$ cat src/rtl/regfile_if.sv
// Register-file access bundle: one write port and two read ports.
// The master drives the selects and write data; the slave returns read data.
interface regfile_if #(
   parameter int DATA_W = 32,
   parameter int ADDR_W = 5
) ();
   logic [ADDR_W-1:0] wr_num;
   logic [DATA_W-1:0] wr_data;
   logic              wr_en;
   logic [ADDR_W-1:0] rd0_num;
   logic [DATA_W-1:0] rd0_data;
   logic [ADDR_W-1:0] rd1_num;
   logic [DATA_W-1:0] rd1_data;

   modport master (
      output wr_num, wr_data, wr_en, rd0_num, rd1_num,
      input  rd0_data, rd1_data
   );

   modport slave (
      input  wr_num, wr_data, wr_en, rd0_num, rd1_num,
      output rd0_data, rd1_data
   );
endinterface

$ cat src/rtl/regfile.sv
// Two-read / one-write register file, 2**ADDR_W entries of DATA_W bits.
// Entry 0 is hardwired to zero. Synchronous active-high reset clears all entries.
// Optional macro REGFILE_BYPASS_EN: a read of the entry being written in the
// same cycle returns the incoming write data instead of the stored value.
module regfile #(
   parameter int DATA_W = 32,
   parameter int ADDR_W = 5
) (
   input logic       clk,
   input logic       reset,
   regfile_if.slave  rf
);
   localparam int NREG = 2 ** ADDR_W;

   logic [DATA_W-1:0] regs_q [NREG];
   logic [DATA_W-1:0] regs_d [NREG];
   logic              wr_hit;
   logic [DATA_W-1:0] rd0_val;
   logic [DATA_W-1:0] rd1_val;

   // A write is effective only when enabled and not aimed at entry 0.
   assign wr_hit = rf.wr_en && (rf.wr_num != '0);

   // Next-state of the storage array.
   always_comb begin
      regs_d = regs_q;
      if (wr_hit) begin
         regs_d[rf.wr_num] = rf.wr_data;
      end
      regs_d[0] = '0;
   end

   // Storage update; reset wins over any write in the same cycle.
   always_ff @(posedge clk) begin
      if (reset) begin
         regs_q <= '{default: '0};
      end else begin
         regs_q <= regs_d;
      end
   end

   // Combinational read ports, with optional write-through bypass.
   always_comb begin
      rd0_val = regs_q[rf.rd0_num];
      rd1_val = regs_q[rf.rd1_num];
`ifdef REGFILE_BYPASS_EN
      if (wr_hit && !reset && (rf.rd0_num == rf.wr_num)) begin
         rd0_val = rf.wr_data;
      end
      if (wr_hit && !reset && (rf.rd1_num == rf.wr_num)) begin
         rd1_val = rf.wr_data;
      end
`endif
      if (rf.rd0_num == '0) begin
         rd0_val = '0;
      end
      if (rf.rd1_num == '0) begin
         rd1_val = '0;
      end
   end

   assign rf.rd0_data = rd0_val;
   assign rf.rd1_data = rd1_val;
endmodule

$ cat src/flat_wrapper.sv
// flat-port wrapper written by rule: the top's interface ports become plain ports
module regfile_flat 
#(
   parameter int DATA_W = 32,
   parameter int ADDR_W = 5
)
  (clk, reset, rf_wr_num, rf_wr_data, rf_wr_en, rf_rd0_num, rf_rd1_num, rf_rd0_data, rf_rd1_data);
  regfile_if #(.DATA_W(DATA_W), .ADDR_W(ADDR_W)) rf_i ();
  input logic clk;
  input logic reset;
  input wire logic [$bits(rf_i.wr_num)-1:0] rf_wr_num;
  input wire logic [$bits(rf_i.wr_data)-1:0] rf_wr_data;
  input wire logic [$bits(rf_i.wr_en)-1:0] rf_wr_en;
  input wire logic [$bits(rf_i.rd0_num)-1:0] rf_rd0_num;
  input wire logic [$bits(rf_i.rd1_num)-1:0] rf_rd1_num;
  output wire logic [$bits(rf_i.rd0_data)-1:0] rf_rd0_data;
  output wire logic [$bits(rf_i.rd1_data)-1:0] rf_rd1_data;
  assign rf_i.wr_num = rf_wr_num;
  assign rf_i.wr_data = rf_wr_data;
  assign rf_i.wr_en = rf_wr_en;
  assign rf_i.rd0_num = rf_rd0_num;
  assign rf_i.rd1_num = rf_rd1_num;
  assign rf_rd0_data = rf_i.rd0_data;
  assign rf_rd1_data = rf_i.rd1_data;
  regfile #(.DATA_W(DATA_W), .ADDR_W(ADDR_W)) u_core (.clk(clk), .reset(reset), .rf(rf_i));
endmodule
$ cat config.mk
export PLATFORM = sky130hd
export DESIGN_NAME = regfile_flat
export DESIGN_NICKNAME = d
export VERILOG_FILES = /design/src/rtl/regfile_if.sv /design/src/rtl/regfile.sv /design/src/flat_wrapper.sv
export SDC_FILE = /design/constraint.sdc
export NUM_CORES = 2
export LEC_CHECK = 0
export ABC_CLOCK_PERIOD_IN_PS = 9700
export BUFFER_PORTS_ARGS = -buffer_cell sky130_fd_sc_hd__buf_2
export CORE_ASPECT_RATIO = 1.4
export CORE_MARGIN = 5
export CORE_UTILIZATION = 40
export DETAILED_ROUTE_END_ITERATION = 6
export GPL_TIMING_DRIVEN = 1
export PLACE_DENSITY = 0.57
export SETUP_SLACK_MARGIN = 0.2
export SLEW_MARGIN = 30
export SYNTH_ARGS = -nofsm -noshare
export SYNTH_HDL_FRONTEND = slang
export SYNTH_SLANG_ARGS = --single-unit
$ cat constraint.sdc
create_clock -name clk -period 9.7 [get_ports clk]
set_input_delay 2.91 -clock clk [delete_from_list [all_inputs] [get_ports clk]]
set_output_delay 2.91 -clock clk [all_outputs]
set_load 0.02 [all_outputs]
==> flow_summary.yaml <==
final_layout:
  fin_nets: 5629
  drive_gt1_frac: 0.164
  regMostFlops: "u_core.regs_q"
  multi_input_area_um2: 27700
  top_regs: "u_core.regs_q: 992 flops"
  seqCellArea_um2: 19900
  fill_cells: 12036
  largest_reg_flops: 992
  syn2layout_area_growth_pct: 9.98
placement:
  dp.final_hpwl_um: 124000
  port_buffers: 113
  gp_congestion: 0.884
route:
  dr_total_vias: 45799
  drc: 0
  totalWireLength_um: 214000
  wl_per_cell_um: 29.3
  viasPerCell: 6.28
  dr.pass1.iters: 6
  drtIter0Drc: 5954
  final_antenna_net_count: 0
run_status:
  status: "completed"
sta:
  slew_headroom: 0.268
  clock.fmax_mhz: 113
  finalSetupTns_ps: 0
  worstMarginPinSlew_ps: 1100
  rsz0062_at_grt: "no"
  finalSetupViolCount: 0
  layout_min_cycle_time_ps: 8820
  clock_skew_ps: 0
  min_period_over_period: 0.909
  slew_viol_final: 0
  hold_viol: 0
worst_setup_path:
  cpPeakStageDelay_ps: 940
  r2r_cells: 2
  path_depth: 7
  cp.arrival_ps: 5910
  critical_path.max_fanout: 53
  critPathCaptureType: "output pin"
  cp_top_family: "buffers and inverters"
  path_class: "primary input to output pin"
  crit_chain: "buf_8 > buf_4 > nor3b_2 > buf_4 > a2111oi_0 > nor3_1 > buf_2"
  critPathRequiredTime_ps: 6790
  path_common_cell: "buf_4"
  path_buf_inv: 4
  timing.critical_path.slowest_stage_cell: "a2111oi_0"
  critPathLaunchType: "primary input"
clock_network:
  cts.clk_slew.worst_paths_ps: 60
  clk_latency_ps: 730
  cts_setup_buffers: 0
  root_buffer: "clkbuf_16"
  cts-buffers-inserted: 97
  clkSinkCount: 992
  clk_path_buf_depth: 3
  cts_hold_buf: 0
  cts_tree: "yes"
  h-tree-depth: 3
  cts.repair.resized: 0
job:
  maxCapViolCount: 0
logic_synthesis:
  synth_ff_type: "dfxtp_1"
  syn_area_um2: 49900
  synth-edff-count: 0
  yosysWarnings: 0
  ys_types: 34
  yosys.area.top_type_share: 0.398
  syn_avg_cell_area_um2: 8.55
  yosys-top-cells-area: "dfxtp_1, nand2_1, mux4_2, a21oi_1, mux2i_1"
  synthTopCellsByCount: "nand2_1, a21oi_1, dfxtp_1"
  yosysTopAreaCell: "dfxtp_1"
  synth_cells: 5835
  seq_area_frac_synth: 0.398
  async_reset_ff_frac: 0
  synthesis.nets: 5885
  ys_ff_latch: 992
  synth_most_common_cell: "nand2_1"
die:
  die_w_um: 309
  die_h_um: 428
  die_area_um2: 132000
  initial_utilization: 0.402
  core-area_um2: 124000
  row_count: 153
  ioPinCount: 114
power:
  vdd_drop_max_uv: 142
  power.density_nw_per_um2: 165
  p_leak_nw: 18.0
  p_total_w: 0.00907
grt:
  first_global_vias: 43460
  grt_use_total: 0.311
  antenna_found_initial: 17
  gr-total-overflow: 0
  grt_pass1_wl_um: 306000
  grt_max_degree: 208
min_path:
  whs_path_depth: 2
  min_path_type: "flop to flop"
-- where the power goes --
part           switching [W]  leakage (nW)  internal [W]
sequential         0.0000238          8.00       0.00410
combinational       0.000576          8.29      0.000222
clock                0.00181          1.69       0.00233
-- stage by stage --
| stage | utilization | hold slack, ps | setup slack (ps) | area, µm² | cells |
|---|---|---|---|---|---|
| after floorplan | - | 443 | 2340 | 49900 | 5835 |
| after global placement | 0.414 | 452 | 904 | 51300 | 7105 |
| after detailed placement | 0.414 | 457 | 1020 | 51400 | 7105 |
| after CTS | 0.442 | 466 | 1010 | 54800 | 7285 |
| after global routing | 0.442 | 480 | 880 | 54900 | 7288 |
| final | 0.442 | 466 | 882 | 54900 | 7292 |
-- layout by cell type (no fill, tap or decap), types with 3 or more instances in the layout --
cell	Yosys	final
nand3_1	43	42
clkbuf_1	376	11
clkinv_2	0	23
o211ai_1	32	32
o22ai_1	96	96
diode_2	0	5
mux2i_1	256	256
a21oi_1	1000	1000
clkinv_8	0	3
nand4_1	36	36
clkinvlp_4	0	7
nor2_1	48	33
buf_8	0	5
dfxtp_1	992	992
nor2b_4	0	4
nand2_1	2029	1997
or3b_2	3	3
clkbuf_16	0	98
nor3b_1	5	3
buf_4	22	109
mux2_2	96	96
buf_12	0	14
a2111oi_0	32	32
and3b_1	5	5
a22oi_1	124	124
nor2_4	6	33
bufinv_16	0	11
nand2_2	0	29
nor3_1	33	32
buf_2	172	105
nand2_4	0	3
nand2b_2	0	4
nand3b_1	6	6
a221o_1	32	32
clkbuf_8	0	23
mux4_2	336	336
-- layer usage --
| layer | track usage | vias to the layer above | wire length [µm] |
|---|---|---|---|
| li1 | - | 19850 | - |
| met1 | 0.387 | 22225 | 78800 |
| met2 | 0.486 | 2886 | 96500 |
| met3 | 0.0787 | 822 | 22600 |
| met4 | 0.191 | 16 | 15800 |
| met5 | 0 | - | 89 |
-- worst min-delay path, delay by kind of cell (launching register included) --
kind	cells	cell delay, ps
AOI/OAI and AO/OA	1	50
DFF	1	310
and+or+nand+nor	1	50
-- path summary, 6_finish.rpt --
check | start | end | slack, ps
min | u_core.regs_q[108]$_SDFFE_PP0P_ | u_core.regs_q[108]$_SDFFE_PP0P_ | 470
max | rf_rd1_num[2] | rf_rd1_data[12] | 880
max reg2reg | u_core.regs_q[210]$_SDFFE_PP0P_ | u_core.regs_q[210]$_SDFFE_PP0P_ | 8990
min reg2reg | u_core.regs_q[108]$_SDFFE_PP0P_ | u_core.regs_q[108]$_SDFFE_PP0P_ | 470
-- kinds of logic after synthesis --
group	synth area share
simple gates	0.177
compound gates	0.148
flops	0.398
mux	0.225
buf+inv	0.0529
-- cell type report --
class,instances,share of cell area
Multi-Input combinational cell,4249,0.505
Sequential cell,992,0.362
Clock buffer,131,0.0510
Tap cell,1627,0.0371
Timing Repair Buffer,238,0.0326
Clock inverter,49,0.0117
Antenna cell,5,0.000228
Inverter,1,0.0000684
Note: power is estimated with default switching activity, not from simulation.
